==> src/rtl/udp_pkg.sv <==
// Shared definitions for the UDP payload scheduler: FSM state encodings,
// header/bank constants and length arithmetic.
`timescale 1ns/1ps
package udp_pkg;

   localparam int BANK_WORDS    = 256;
   localparam int BANK_AW       = $clog2(BANK_WORDS);
   localparam int UDP_HDR_BYTES = 8;
   localparam int IP_HDR_BYTES  = 20;

   typedef enum logic [1:0] {
      W_IDLE = 2'd0,
      W_ECHO = 2'd1,
      W_MEAS = 2'd2
   } wr_state_t;

   typedef enum logic [1:0] {
      T_IDLE = 2'd0,
      T_REQ  = 2'd1,
      T_WAIT = 2'd2
   } tx_state_t;

   // UDP length of a measurement frame holding 'words' 32-bit payload words
   function automatic logic [15:0] meas_data_len(input logic [BANK_AW:0] words);
      meas_data_len = 16'({words, 2'b00}) + 16'(UDP_HDR_BYTES);
   endfunction

   function automatic logic [15:0] ip_total_len(input logic [15:0] udp_len);
      ip_total_len = udp_len + 16'(IP_HDR_BYTES);
   endfunction

endpackage

==> src/rtl/payload_bank_ctrl.sv <==
// Full/length bookkeeping for the two ping-pong payload banks; a commit and a
// free on different banks in the same cycle both take effect.
`timescale 1ns/1ps
module payload_bank_ctrl (
   input  logic        clk,
   input  logic        reset,
   input  logic        commit_valid,
   input  logic        commit_bank,
   input  logic [15:0] commit_len,
   input  logic        free_valid,
   input  logic        free_bank,
   input  logic        rd_bank,
   output logic [1:0]  bank_full,
   output logic [15:0] rd_len
);

   logic [1:0]  full_r;
   logic [15:0] len_r [2];

   // bank occupancy and stored UDP length per bank
   always_ff @(posedge clk) begin
      if (reset) begin
         full_r   <= 2'b00;
         len_r[0] <= 16'd0;
         len_r[1] <= 16'd0;
      end else begin
         if (commit_valid) begin
            full_r[commit_bank] <= 1'b1;
            len_r[commit_bank]  <= commit_len;
         end
         if (free_valid) begin
            full_r[free_bank] <= 1'b0;
         end
      end
   end

   assign bank_full = full_r;
   assign rd_len    = len_r[rd_bank];

endmodule

==> src/rtl/udp_payload_scheduler.sv <==
// Arbitrates echo and measurement payloads into two RAM banks and issues one
// UDP transmit request per completed bank.
`timescale 1ns/1ps
module udp_payload_scheduler
   import udp_pkg::*;
(
   input  logic        e_rxc,
   input  logic        reset,
   input  logic        rx_wr_valid,
   input  logic [8:0]  rx_wr_addr,
   input  logic [31:0] rx_wr_data,
   input  logic        rx_frame_done,
   input  logic [15:0] rx_data_length,
   input  logic        meas_valid,
   output logic        meas_ready,
   input  logic [31:0] meas_data,
   input  logic        meas_last,
   output logic        ram_wren,
   output logic [8:0]  ram_wraddr,
   output logic [31:0] ram_wrdata,
   output logic        tx_req,
   input  logic        tx_busy,
   input  logic        tx_done,
   output logic        tx_bank,
   output logic [15:0] tx_data_length,
   output logic [15:0] tx_total_length,
   output logic [15:0] frames_sent,
   output logic [7:0]  drop_cnt
);

   wr_state_t   wr_state_r;
   tx_state_t   tx_state_r;
   logic        fill_bank_r;
   logic        tx_ptr_r;
   logic [7:0]  wcnt_r;
   logic        ram_wren_r;
   logic [8:0]  ram_wraddr_r;
   logic [31:0] ram_wrdata_r;
   logic [7:0]  drop_cnt_r;
   logic        tx_req_r;
   logic        tx_bank_r;
   logic [15:0] tx_dlen_r;
   logic [15:0] tx_tlen_r;
   logic [15:0] frames_r;

   logic [1:0]  bank_full_s;
   logic [15:0] rd_len_s;
   logic        fill_free_s;
   logic        meas_ready_s;
   logic        echo_grant_s;
   logic        echo_wr_s;
   logic        echo_commit_s;
   logic        drop_s;
   logic        meas_acc_s;
   logic        meas_commit_s;
   logic        commit_valid_s;
   logic [15:0] commit_len_s;
   logic [8:0]  words_s;
   logic        free_valid_s;
   logic        unused_addr_msb_s;

   assign unused_addr_msb_s = rx_wr_addr[8];
   assign fill_free_s       = ~bank_full_s[fill_bank_r];
   assign words_s           = {1'b0, wcnt_r} + 9'd1;
   assign free_valid_s      = (tx_state_r == T_WAIT) && tx_done;

   // measurement handshake: open in W_MEAS, or in W_IDLE when echo is not claiming the port
   always_comb begin
      meas_ready_s = 1'b0;
      if (reset) begin
         meas_ready_s = 1'b0;
      end else if (wr_state_r == W_MEAS) begin
         meas_ready_s = 1'b1;
      end else if ((wr_state_r == W_IDLE) && fill_free_s && !rx_wr_valid) begin
         meas_ready_s = 1'b1;
      end else begin
         meas_ready_s = 1'b0;
      end
   end

   // write-port grant, commit and drop decode; an echo frame opens with a word
   always_comb begin
      echo_grant_s = 1'b0;
      case (wr_state_r)
         W_IDLE:  echo_grant_s = fill_free_s && rx_wr_valid;
         W_ECHO:  echo_grant_s = 1'b1;
         W_MEAS:  echo_grant_s = 1'b0;
         default: echo_grant_s = 1'b0;
      endcase
      echo_wr_s      = echo_grant_s && rx_wr_valid;
      echo_commit_s  = echo_grant_s && rx_frame_done;
      drop_s         = rx_frame_done && !echo_grant_s;
      meas_acc_s     = meas_valid && meas_ready_s;
      meas_commit_s  = meas_acc_s && (meas_last || (wcnt_r == 8'(BANK_WORDS - 1)));
      commit_valid_s = echo_commit_s || meas_commit_s;
      if (echo_commit_s) begin
         commit_len_s = rx_data_length;
      end else begin
         commit_len_s = meas_data_len(words_s);
      end
   end

   payload_bank_ctrl u_bank_ctrl (
      .clk          (e_rxc),
      .reset        (reset),
      .commit_valid (commit_valid_s),
      .commit_bank  (fill_bank_r),
      .commit_len   (commit_len_s),
      .free_valid   (free_valid_s),
      .free_bank    (tx_ptr_r),
      .rd_bank      (tx_ptr_r),
      .bank_full    (bank_full_s),
      .rd_len       (rd_len_s)
   );

   // write FSM with registered RAM write port and drop counter
   always_ff @(posedge e_rxc) begin
      if (reset) begin
         wr_state_r   <= W_IDLE;
         fill_bank_r  <= 1'b0;
         wcnt_r       <= 8'd0;
         ram_wren_r   <= 1'b0;
         ram_wraddr_r <= 9'd0;
         ram_wrdata_r <= 32'd0;
         drop_cnt_r   <= 8'd0;
      end else begin
         ram_wren_r <= 1'b0;
         if (echo_wr_s) begin
            ram_wren_r   <= 1'b1;
            ram_wraddr_r <= {fill_bank_r, rx_wr_addr[7:0]};
            ram_wrdata_r <= rx_wr_data;
         end else if (meas_acc_s) begin
            ram_wren_r   <= 1'b1;
            ram_wraddr_r <= {fill_bank_r, wcnt_r};
            ram_wrdata_r <= meas_data;
         end
         if (meas_commit_s) begin
            wcnt_r <= 8'd0;
         end else if (meas_acc_s) begin
            wcnt_r <= wcnt_r + 8'd1;
         end
         if (commit_valid_s) begin
            fill_bank_r <= ~fill_bank_r;
         end
         if (drop_s && (drop_cnt_r != 8'hFF)) begin
            drop_cnt_r <= drop_cnt_r + 8'd1;
         end
         case (wr_state_r)
            W_IDLE: begin
               if (echo_grant_s) begin
                  wr_state_r <= echo_commit_s ? W_IDLE : W_ECHO;
               end else if (meas_acc_s && !meas_commit_s) begin
                  wr_state_r <= W_MEAS;
               end
            end
            W_ECHO: if (echo_commit_s) wr_state_r <= W_IDLE;
            W_MEAS: if (meas_commit_s) wr_state_r <= W_IDLE;
            default: wr_state_r <= W_IDLE;
         endcase
      end
   end

   // TX FSM: lengths are latched on request so they hold until tx_done
   always_ff @(posedge e_rxc) begin
      if (reset) begin
         tx_state_r <= T_IDLE;
         tx_ptr_r   <= 1'b0;
         tx_req_r   <= 1'b0;
         tx_bank_r  <= 1'b0;
         tx_dlen_r  <= 16'd0;
         tx_tlen_r  <= 16'd0;
         frames_r   <= 16'd0;
      end else begin
         case (tx_state_r)
            T_IDLE: begin
               if (bank_full_s[tx_ptr_r]) begin
                  tx_req_r   <= 1'b1;
                  tx_bank_r  <= tx_ptr_r;
                  tx_dlen_r  <= rd_len_s;
                  tx_tlen_r  <= ip_total_len(rd_len_s);
                  tx_state_r <= T_REQ;
               end
            end
            T_REQ: begin
               if (tx_busy) begin
                  tx_req_r   <= 1'b0;
                  tx_state_r <= T_WAIT;
               end
            end
            T_WAIT: begin
               if (tx_done) begin
                  tx_ptr_r   <= ~tx_ptr_r;
                  tx_state_r <= T_IDLE;
                  if (frames_r != 16'hFFFF) begin
                     frames_r <= frames_r + 16'd1;
                  end
               end
            end
            default: begin
               tx_req_r   <= 1'b0;
               tx_state_r <= T_IDLE;
            end
         endcase
      end
   end

   assign meas_ready      = meas_ready_s;
   assign ram_wren        = ram_wren_r;
   assign ram_wraddr      = ram_wraddr_r;
   assign ram_wrdata      = ram_wrdata_r;
   assign tx_req          = tx_req_r;
   assign tx_bank         = tx_bank_r;
   assign tx_data_length  = tx_dlen_r;
   assign tx_total_length = tx_tlen_r;
   assign frames_sent     = frames_r;
   assign drop_cnt        = drop_cnt_r;

endmodule

==> config.mk <==
export PLATFORM = sky130hd
export DESIGN_NAME = udp_payload_scheduler
export DESIGN_NICKNAME = d
export VERILOG_FILES = /design/src/rtl/udp_pkg.sv /design/src/rtl/payload_bank_ctrl.sv /design/src/rtl/udp_payload_scheduler.sv
export SDC_FILE = /design/constraint.sdc
export NUM_CORES = 1
export LEC_CHECK = 0
export CORE_ASPECT_RATIO = 1.75
export CORE_MARGIN = 1.5
export CORE_UTILIZATION = 51
export DETAILED_ROUTE_END_ITERATION = 8
export PLACE_DENSITY_LB_ADDON = 0.1
export SYNTH_ARGS = -nofsm -noshare
export SYNTH_HDL_FRONTEND = slang
export SYNTH_SLANG_ARGS = --single-unit
==> constraint.sdc <==
create_clock -name e_rxc -period 5.8 [get_ports e_rxc]
set_input_delay 0.58 -clock e_rxc [delete_from_list [all_inputs] [get_ports e_rxc]]
set_output_delay 0.58 -clock e_rxc [all_outputs]
set_load 0.01 [all_outputs]
# Word level (Yosys, flattened, before mapping)
# Memory sizes are Yosys's and may differ from the RTL's. A register that Yosys moved wholly into a read port is not among the register bits.
# Index checks and enable logic that the tools add are counted.
# Widths: inputs -> output; s select.
[word_totals]
memories = 1
out_inout_bits = 101
ram_bits = 32
wordCells = 120
reg_bits = 116
in_bits = 97
[memory_table]
columns = ["name", "words", "word_bits", "rd", "rd_clocked_by_memory_dff", "wr", "line", "text"]
rows = [
  ["u_bank_ctrl.len_r", 2, 16, 1, 1, 2, "payload_bank_ctrl.sv:18", "logic [15:0] len_r [2];"],
]
[classes]
add_sub_neg = 6
eq_ne = 13
muxes = 45
n_lt_le_gt_ge = 4
bitwise = 7
reduce_logical = 29
[ops]
columns = ["cell", "n"]
rows = [
  ["$mux 32", 2],
  ["$mux 16", 2],
  ["$mux 1", 23],
  ["$mux 2", 10],
  ["$mux 9", 2],
  ["$add 16x1->16 const B", 1],
  ["$add 16x5->16 const B", 1],
  ["$add 8x1->8 const B", 2],
  ["$ne 16x16->1 const B", 1],
  ["$reduce_or 16->1", 1],
  ["$logic_and 1x1->1", 13],
  ["$add 11x4->12 const B", 1],
  ["$pmux 2 s3", 2],
  ["$reduce_and 3->1", 4],
  ["$ne 2x2->1 const B", 5],
  ["$add 8x1->9 const B", 1],
  ["$eq 8x8->1 const B", 1],
  ["$ne 8x8->1 const B", 1],
  ["$eq 2x1->1 const B", 2],
  ["$eq 2x2->1 const B", 2],
  ["$logic_not 2->1", 2],
  ["$lt 1x2->1 const B", 2],
  ["$not 1->1", 4],
  ["$reduce_and 2->1", 2],
  ["other kinds (12)", 17],
]

# Logic depth before layout (Yosys ltp)
# Gate-level depths: netlist of run 1.
[depth]
word_depth = 16
mapped_depth = 9
depth_no_buf = 9

# Cells and area by module
# Synthesis of run 1 repeated with hierarchy kept, for this count alone.
[hier_totals]
cells_unflattened = 801
area_unflattened_um2 = 7003.0
[by_module_without_submodules]
columns = ["mod", "area_each_um2", "seq_area_each_um2", "cells_per_inst", "n_inst"]
rows = [
  ["udp_payload_scheduler", 5440.2, 2242.2, 687, 1],
  ["payload_bank_ctrl", 1562.7, 1001.0, 114, 1],
]

# Least setup slack after synthesis of run 1
# OpenSTA, ideal clock, no wires.
[synth_path]
kind = "reg-to-reg"
start = "reg wcnt_r[1]"
end = "mem u_bank_ctrl.len_r[0][0] (enable)"
required_time_ps = 5427
setup_ps = 373
path_buffers = 1
synth_period_minus_slack_ps = 2462
path_slack_ps = 3338
arrival_ps = 2090
stages_incl_launch_ff = 9
cell_sequence = "dfxtp_1 > ha_1 > nand3_1 > o21bai_1 > nor2b_4 > or2_1 > buf_4 > nor2b_1 > or2_1"
[synth_lines]
columns = ["item", "line", "text"]
rows = [
  ["from (decl)", "udp_payload_scheduler.sv:35", "logic [7:0] wcnt_r;"],
  ["from (signal assigned)", "udp_payload_scheduler.sv:140", "wcnt_r <= wcnt_r + 8'd1;"],
  ["to (decl)", "payload_bank_ctrl.sv:18", ""],
]

==> results of run 1 <==
per-layer routing:
| metal | track usage (%) | part of all wire [%] |
|---|---|---|
| met1 | 23.04 | 38 |
| met2 | 42.86 | 55 |
| met3 | 5.963 | 4.6 |
| met4 | 9.297 | 2.5 |
| met5 | 0 | 0 |
critical path, cell delays in order (launching register included):
cell and delay [ns]:
dfxtp_1 0.60, mux2i_1 0.51, a21oi_1 0.25, nor3b_2 0.24, buf_4 0.30, or2_1 0.28
nor2b_1 0.20, or2_1 0.56
final cells by class:
| cell class | instances | share of cell area (%) |
|---|---|---|
| inverter | 6 | 0.2403 |
| timing repair buffer | 201 | 21.30 |
| multi-input combinational | 509 | 34.70 |
| tap | 171 | 2.282 |
| sequential | 147 | 34.81 |
| clock inverter | 13 | 1.829 |
| clock buffer | 19 | 4.832 |
flip-flops by register name (all words and copies together), names as in the netlist, named ones only:
signal                 flops
ram_wraddr                 9
ram_wren                   1
u_bank_ctrl.len_r         32
tx_state_r                 2
wcnt_r                     8
drop_cnt                   8
ram_wrdata                32
tx_ptr_r                   1
wr_state_r                 2
tx_data_length            16
tx_req                     1
fill_bank_r                1
tx_bank                    1
tx_total_length           14
u_bank_ctrl.bank_full      2
frames_sent               16
cells in the mapped netlist (all sizes together) (2+ instances only):
master and n:
clkbuf 29, nand2 36, or2 3, nand2b 8
a32oi 4, nor2 129, a31oi 2, or3 3
nor2b 3, inv 6, xnor2 28, o21ai 16
nor3b 3, o21bai 2, o31ai 4, nor3 20
nand3b 7, nor4 3, nand4 7, edfxtp 32
ha 5, nand3 20, and3 24, a21o 3
buf 24, a211oi 53, and4 3, dfxtp 115
and2 5, mux2 6, xor2 18, a21oi 23
a22oi 3, mux2i 57
per-stage QoR:
| step | cell area, um^2 | total power [W] |
|---|---|---|
| final | 9374 | 0.002794 |
| after global routing | 9374 | 0.002912 |
| after CTS | 9374 | 0.002822 |
| after detailed placement | 8750 | 0.001672 |
| after global placement | 8750 | 0.001654 |
| after floorplan | 6770 | 0.001442 |
where the power goes:
part	internal, W	switching [W]
combinational	0.000249	0.000218
clock	0.000708	0.000437
sequential	0.00113	0.0000503
kinds of logic (layout without fill, tap and decap cells):
| kind of cell | count (synthesis) | in the layout | share of synthesized area [%] |
|---|---|---|---|
| buffers and inverters | 59 | 239 | 4.121 |
| multiplexers | 63 | 63 | 9.425 |
| adder cells (fa/ha/maj) | 5 | 5 | 0.9240 |
| XOR/XNOR | 46 | 46 | 5.951 |
| flip-flops | 147 | 147 | 48.20 |
| AO/OA/AOI/OAI | 116 | 116 | 11.74 |
| AND/OR/NAND/NOR | 279 | 279 | 19.65 |
worst max-delay path by stage:
stage	cells past startpoint	slack [ns]	to	from
2_1_floorplan	8	3.34	u_bank_ctrl.len_r[0][0]	wcnt_r[1]
3_3_place_gp	7	2.54	u_bank_ctrl.len_r[0][1]	meas_valid
3_5_place_dp	7	2.48	u_bank_ctrl.len_r[0][15]	fill_bank_r
4_1_cts	7	2.48	u_bank_ctrl.len_r[0][11]	fill_bank_r
5_1_grt	7	2.22	u_bank_ctrl.len_r[0][7]	fill_bank_r
6_report	7	2.47	u_bank_ctrl.len_r[0][11]	fill_bank_r
cell usage in the layout (no fill, tap or decap), drive strengths merged, types with 2 or more instances in the layout:
| cell type | count |
|---|---|
| clkdlybuf4s50 | 195 |
| nor2 | 129 |
| dfxtp | 115 |
| mux2i | 57 |
| a211oi | 53 |
| nand2 | 36 |
| edfxtp | 32 |
| xnor2 | 28 |
| and3 | 24 |
| a21oi | 23 |
| nand3 | 20 |
| nor3 | 20 |
| clkbuf | 19 |
| xor2 | 18 |
| o21ai | 16 |
| inv | 11 |
| nand2b | 8 |
| nand4 | 7 |
| nand3b | 7 |
| mux2 | 6 |
| buf | 6 |
| ha | 5 |
| and2 | 5 |
| o31ai | 4 |
| a32oi | 4 |
| a21o | 3 |
| a22oi | 3 |
| nor4 | 3 |
| bufinv | 3 |
| or2 | 3 |
| nor2b | 3 |
| or3 | 3 |
| nor3b | 3 |
| and4 | 3 |
| clkinv | 3 |
| o21bai | 2 |
| clkinvlp | 2 |
| a31oi | 2 |
==> impl_metrics.yaml, run 1 <==
routing:
  vias: 5693
  drcViolationCount: 0
  wl_mm: 15.78
  drt_iter0_drc: 336
  via_per_inst: 5.341
  wl_per_cell_um: 14.80
  ant_nets: 0
  firstDrtPassIters: 4
die:
  start_util_pct: 52.33
  die_x_um: 90.10
  fp-row-count: 55
  io_pins: 198
  core_mm2: 0.01294
  die_h_um: 155.4
  die-area_mm2: 0.01400
logic_synthesis:
  ys_seq_area_share_pct: 48.20
  synthArstFlopShare_pct: 0
  yosysTopAreaCell: "dfxtp_1"
  synth.area.top_cells: "dfxtp_1, edfxtp_1, mux2i_1, nor2_1, a211oi_1"
  yosys.area.top_type_share_pct: 34.00
  synth_seq_cells: 147
  yosysWarnings: 0
  synth_ff_type: "dfxtp_1"
  syn_inst: 715
  synth_edf_count: 32
  synth_cell_types: 56
  synth_area_mm2: 0.006770
  syn-num-nets: 817
  syn_area_per_cell_um2: 9.469
timing:
  skew_ns: 0.01593
  min_period_over_period_pct: 57.40
  slew_violations: 0
  clock.fmax_mhz: 300.4
  hold_ws_ns: 0.4543
  max_slew_margin_pct: 38.75
  worst_pin_slew_ns: 0.9175
  period_needed_ns: 3.329
  rsz0062_at_grt: "false"
  finalSetupViolations: 0
  hold_viol_final: 0
  tns_ns: 0
  setup_slack_ns: 2.471
cts:
  cts_buffers: 17
  htree_num_levels: 4
  post_cts_resized: 0
  postCtsHoldBufs: 0
  clk_pin_slew_ns: 0.06
  cts.path.max_buffers: 2
  root_buffer: "clkbuf_16"
  clock-sinks: 147
  cts_tree: "built"
  post-cts-setup-buffer-count: 0
  clock_latency_ns: 0.42
worst_setup_path:
  startpoint_type: "register"
  arrival_ns: 3.37
  worstSetupEndpointType: "register"
  reg2reg_from: "fill_bank_r"
  critPathKind: "register to register"
  r2r_slack_ns: 2.47
  reg2reg_to: "u_bank_ctrl.len_r[0][11]"
  crit_required_ns: 5.84
  crit_fanout: 29
  r2r.worst_path.cells: 7
finish:
  multiInputGateArea_mm2: 0.003253
  drive_above_1_share_pct: 6.034
  fillers: 1036
  num_antenna_cells: 0
  fin_nets: 984
  synthToLayoutAreaGrowth_pct: 38.46
  seqCellArea_mm2: 0.003263
  utilization_pct: 72.46
  final_cells: 1066
worst_hold_path:
  min_path_cells: 2
  hp-start: "tx_data_length[11]"
  hp-class: "register to register"
  holdPathEnd: "tx_data_length[11]"
global_route:
  grt-ovfl-total: 0
  track_usage_pct: 22.57
  grt_pass1_wl_mm: 26.02
  grt_pass1_vias: 5722
  grt_max_degree: 87
  grt_antenna_before_repair: 0
power:
  p_leak_nw: 3.611
  p_per_area_mw_per_mm2: 298.1
  ir_worst_vdd_mv: 0.2028
placement:
  routabilityCongestion: 0.8793
  io_buffers: 196
  dpl.hpwl_mm: 11.34
  dp_slack_ns: 2.480
  placed_cells: 1034
outcome:
  status: "completed"
flow_run:
  max_cap_viol_count: 0
No activity file was read; power rests on OpenSTA's default activity.
==> run 2, diff against run 1 <==
Settings changed: CORE_UTILIZATION 51 to 48.
Clock period 5.8 ns to 3.2 ns, I/O delays scaled along.
==> run 2 against run 1 <==
Against the previous run:
- die area increased by 6.1%
- final cell count grew 1.2%
- utilization decreased by 4.5 points
- design area increased by 0.29%
- global-route usage decreased by 0.63 points
- register-to-register slack lost 1.8 ns
- first-iteration DRC count fell by 44%
- sequential share of layout area fell by 0.10 points
- wire length up 0.47%
- total power is 78% higher
- non-clock buffer count increased by 7
- largest cell class unchanged
- largest power group unchanged
- highest routed layer unchanged
==> impl_metrics.yaml, run 2 (synthesized netlist as in run 1, its figures left out) <==
outcome:
  status: "completed"
finish:
  synthToLayoutAreaGrowth_pct: 38.87
  multiInputGateArea_mm2: 0.003253
  fin_nets: 991
  drive_above_1_share_pct: 6.541
  num_antenna_cells: 0
  fillers: 1153
  final_cells: 1079
  final_cell_mix: "clkdlybuf4s50_1, nor2_1, dfxtp_1"
  seqCellArea_mm2: 0.003263
  final_common_cell: "clkdlybuf4s50_1"
cts:
  cts_tree: "built"
  clk_pin_slew_ns: 0.06
  clock-sinks: 147
  cts_buffers: 17
  cts.path.max_buffers: 2
  clock_latency_ns: 0.42
  postCtsHoldBufs: 0
  post-cts-setup-buffer-count: 0
  root_buffer: "clkbuf_16"
  htree_num_levels: 4
  post_cts_resized: 0
placement:
  dpl.hpwl_mm: 11.35
  placed_cells: 1047
  routabilityCongestion: 0.8365
  dp_slack_ns: 0.3973
  io_buffers: 196
worst_setup_path:
  crit_required_ns: 2.88
  arrival_ns: 2.27
  crit_fanout: 4
  startpoint_type: "register"
  critPathKind: "register to primary output"
  worstSetupEndpointType: "primary output"
timing:
  worst_pin_slew_ns: 0.8130
  hold_viol_final: 0
  tns_ns: 0
  rsz0062_at_grt: "false"
  min_period_over_period_pct: 80.88
  skew_ns: 0.007683
  max_slew_margin_pct: 45.80
  slew_violations: 0
  finalSetupViolations: 0
  hold_ws_ns: 0.1858
  clock.fmax_mhz: 386.4
  setup_slack_ns: 0.6120
  period_needed_ns: 2.588
die:
  die_x_um: 92.78
  die-area_mm2: 0.01485
  die_h_um: 160.1
  core_mm2: 0.01384
  fp-row-count: 57
  start_util_pct: 48.93
  io_pins: 198
routing:
  vias: 5705
  wl_per_cell_um: 14.69
  wl_mm: 15.85
  firstDrtPassIters: 4
  drt_iter0_drc: 187
  ant_nets: 0
  via_per_inst: 5.287
  drcViolationCount: 0
global_route:
  grt_pass1_vias: 5759
  grt_max_degree: 84
  grt_pass1_wl_mm: 26.48
  grt-ovfl-total: 0
  track_usage_pct: 21.94
  grt_antenna_before_repair: 0
flow_run:
  max_cap_viol_count: 0
power:
  seq_power_share_pct: 42.9
  clock_power_share_pct: 39.7
  p_int_w: 0.003688
  switching_share_pct: 25.82
  p_per_area_mw_per_mm2: 528.8
  p_leak_nw: 3.631
  p_sw_w: 0.001284
  ir_worst_vdd_mv: 0.3510
  p_comb_share_pct: 17.4
worst_hold_path:
  hp-class: "input pin to register"
==> run 2: changes by cell type in the layout (fill, tap and decap cells not counted), sizes merged <==
cell      change
clkinv        +4
bufinv        -1
clkbuf        -1
buf           +7
inv           -1
clkinvlp      -1
==> run 2: path summary, 6_finish.rpt <==
path | from | to | slack [ns] | cells past startpoint
worst max-delay path | fill_bank_r | meas_ready | 0.61 | 4
worst min-delay path | reset | wr_state_r[0] | 0.19 | 2
worst max register to register | wcnt_r[0] | u_bank_ctrl.len_r[0][9] | 0.69 | 8
worst min register to register | tx_data_length[11] | tx_data_length[11] | 0.46 | 2
==> run 2: power by group through the flow <==
stage,registers (W),logic (W),clock network [W]
floorplan,0.00221,0.000405,0
global placement,0.00216,0.000849,0
detailed placement,0.00217,0.000864,0
CTS,0.00213,0.000873,0.00202
global route,0.00215,0.000946,0.00210
finish,0.00213,0.000866,0.00197
==> run 2: layout make-up <==
| cell class | instances | share of cell area (%) |
|---|---|---|
| sequential | 147 | 34.71 |
| tap | 177 | 2.356 |
| clock inverter | 14 | 1.624 |
| clock buffer | 18 | 4.671 |
| inverter | 6 | 0.2396 |
| multi-input combinational | 509 | 34.60 |
| timing repair buffer | 208 | 21.80 |
==> run 2: worst max-delay path, stage by stage, from the launching register on <==
cell and delay, ns:
dfxtp_1 0.35, mux2i_1 0.49, a21oi_1 0.18, nor3_1 0.21
clkdlybuf4s50_1 0.63
==> run 2: layer usage <==
layer	global-route usage, %	wire length (um)	share of wire, %
met5	0	0	0
met3	5.952	790	5.0
met4	8.402	363	2.3
met1	23.99	6264	40
met2	39.45	8429	53
==> run 2: metrics by stage <==
step / power (W) / util [%] / cell area (um^2)
6_report: 0.004972 / 67.95 / 9402
5_1_grt: 0.005197 / 67.95 / 9402
4_1_cts: 0.005030 / 67.95 / 9402
3_5_place_dp: 0.003036 / 63.67 / 8810
3_3_place_gp: 0.003011 / 63.67 / 8810
2_1_floorplan: 0.002613 / - / 6770
==> run 3, diff against run 2 <==
Settings changed: CORE_UTILIZATION 48 to 43.
Clock period 3.2 ns to 2.1 ns, I/O delays scaled along.
==> run 3 against run 2 <==
Against the previous run:
- highest routed layer unchanged
- largest cell class is now multi-input gates
- clock skew up 0.0049 ns
- design area rose by 6.5%
- final cell count increased by 5.3%
- worst setup slack got worse by 0.57 ns
==> impl_metrics.yaml, run 3 (synthesized netlist as in run 1, its figures left out) <==
flow_run:
  max_cap_viol_count: 0
cts:
  post-cts-setup-buffer-count: 0
  root_buffer: "clkbuf_16"
  clock_latency_ns: 0.43
  clock-sinks: 147
  cts_buffers: 17
  cts.path.max_buffers: 2
  htree_num_levels: 4
  postCtsHoldBufs: 0
  clk_pin_slew_ns: 0.06
  cts_tree: "built"
die:
  io_pins: 198
  fp-row-count: 60
  die-area_mm2: 0.01654
  die_x_um: 97.85
  start_util_pct: 43.99
  core_mm2: 0.01539
  die_h_um: 169.0
routing:
  drcViolationCount: 0
  firstDrtPassIters: 5
  ant_nets: 0
  drt_iter0_drc: 130
  vias: 5941
  wl_per_cell_um: 15.23
  via_per_inst: 5.230
  wl_mm: 17.30
timing:
  worst_pin_slew_ns: 0.7072
  period_needed_ns: 2.059
  finalSetupViolations: 0
  hold_viol_final: 0
  skew_ns: 0.01255
  tns_ns: 0
  clock.fmax_mhz: 485.6
  hold_ws_ns: 0.2279
  max_slew_margin_pct: 52.85
  min_period_over_period_pct: 98.07
  slew_violations: 0
  rsz0062_at_grt: "true"
placement:
  placed_cells: 1102
  io_buffers: 196
  dpl.hpwl_mm: 12.49
  routabilityCongestion: 0.8534
  place_area_mm2: 0.009221
worst_hold_path:
  hp-class: "input pin to register"
finish:
  synthToLayoutAreaGrowth_pct: 47.87
  fin_nets: 1039
  final_common_cell: "clkdlybuf4s50_1"
  final_cells: 1136
  drive_above_1_share_pct: 13.89
  final_cell_mix: "clkdlybuf4s50_1, nor2_1, dfxtp_1"
  fin_area_mm2: 0.01001
  num_antenna_cells: 0
global_route:
  grt_antenna_before_repair: 0
  track_usage_pct: 19.98
  grt_max_degree: 83
  grt_pass1_wl_mm: 27.07
  grt_pass1_vias: 5807
  grt-ovfl-total: 0
power:
  p_per_area_mw_per_mm2: 806.3
  p_leak_nw: 3.946
  total_power_w: 0.008072
  ir_worst_vdd_mv: 0.4871
worst_setup_path:
  startpoint_type: "register"
  crit_required_ns: 2.27
  critPathKind: "register to register"
  crit_fanout: 6
  arrival_ns: 2.23
  worstSetupEndpointType: "register"
outcome:
  status: "completed"
==> run 3: cell count changes in the layout (fill, tap and decap cells not counted), moves of 3 or more <==
cell       change
buf_4         +43
bufinv_16      +3
dfxtp_1        -4
dfxtp_2        +3
mux2i_1        -3
mux2i_2        +3
==> run 3: routing by layer <==
metal | GRT usage, % | vias to the layer above | share of wire [%]
li1 | - | 2970 | -
met1 | 21.38 | 2786 | 38
met2 | 36.49 | 150 | 55
met3 | 4.542 | 35 | 4.3
met4 | 9.752 | 0 | 2.6
met5 | 0 | - | 0
==> run 3: path summary, 6_finish.rpt <==
check,from,end,slack [ns],depth (start not counted)
max,wcnt_r[0],u_bank_ctrl.len_r[1][8],0.04,8
min,reset,u_bank_ctrl.len_r[0][8],0.23,2
max reg2reg,wcnt_r[0],u_bank_ctrl.len_r[1][8],0.04,8
min reg2reg,tx_req,tx_req,0.45,2
==> run 3: what timing repair did <==
item                                    in CTS  in global routing
gates resized for setup                      4                 23
pin swaps                                    0                  3
endpoints found under the setup margin      22                 76
cloned                                       0                  2
==> run 3: layout make-up <==
cell class / count / area [um^2]
clock inverter: 13 / 220.2
clock buffer: 19 / 432.9
fill: 1277 / 5379
tap: 186 / 232.7
timing repair buffer: 255 / 2464
sequential: 147 / 3271
multi-input combinational: 510 / 3368
inverter: 6 / 22.52
==> run 3: critical path: stages, from the launching register on <==
cell,delay (ns)
dfxtp_4,0.36
ha_4,0.18
buf_4,0.14
a21oi_2,0.14
o21bai_2,0.09
and2_4,0.14
or4_1,0.48
a32oi_2,0.21
nor2_1,0.07
==> run 3: stage by stage <==
step | utilization, % | worst slack, ns
2_1_floorplan | - | 0.04673
3_3_place_gp | 59.92 | -0.1156
3_5_place_dp | 59.92 | -0.1063
4_1_cts | 64.24 | 0.003410
5_1_grt | 65.05 | -0.02904
6_report | 65.05 | 0.04058
==> run 3: where the power goes <==
group          switching, W  internal, W  total [W]
registers          0.000126      0.00312    0.00325
logic              0.000657     0.000785    0.00144
clock network       0.00124      0.00213    0.00338
total               0.00203      0.00604    0.00807
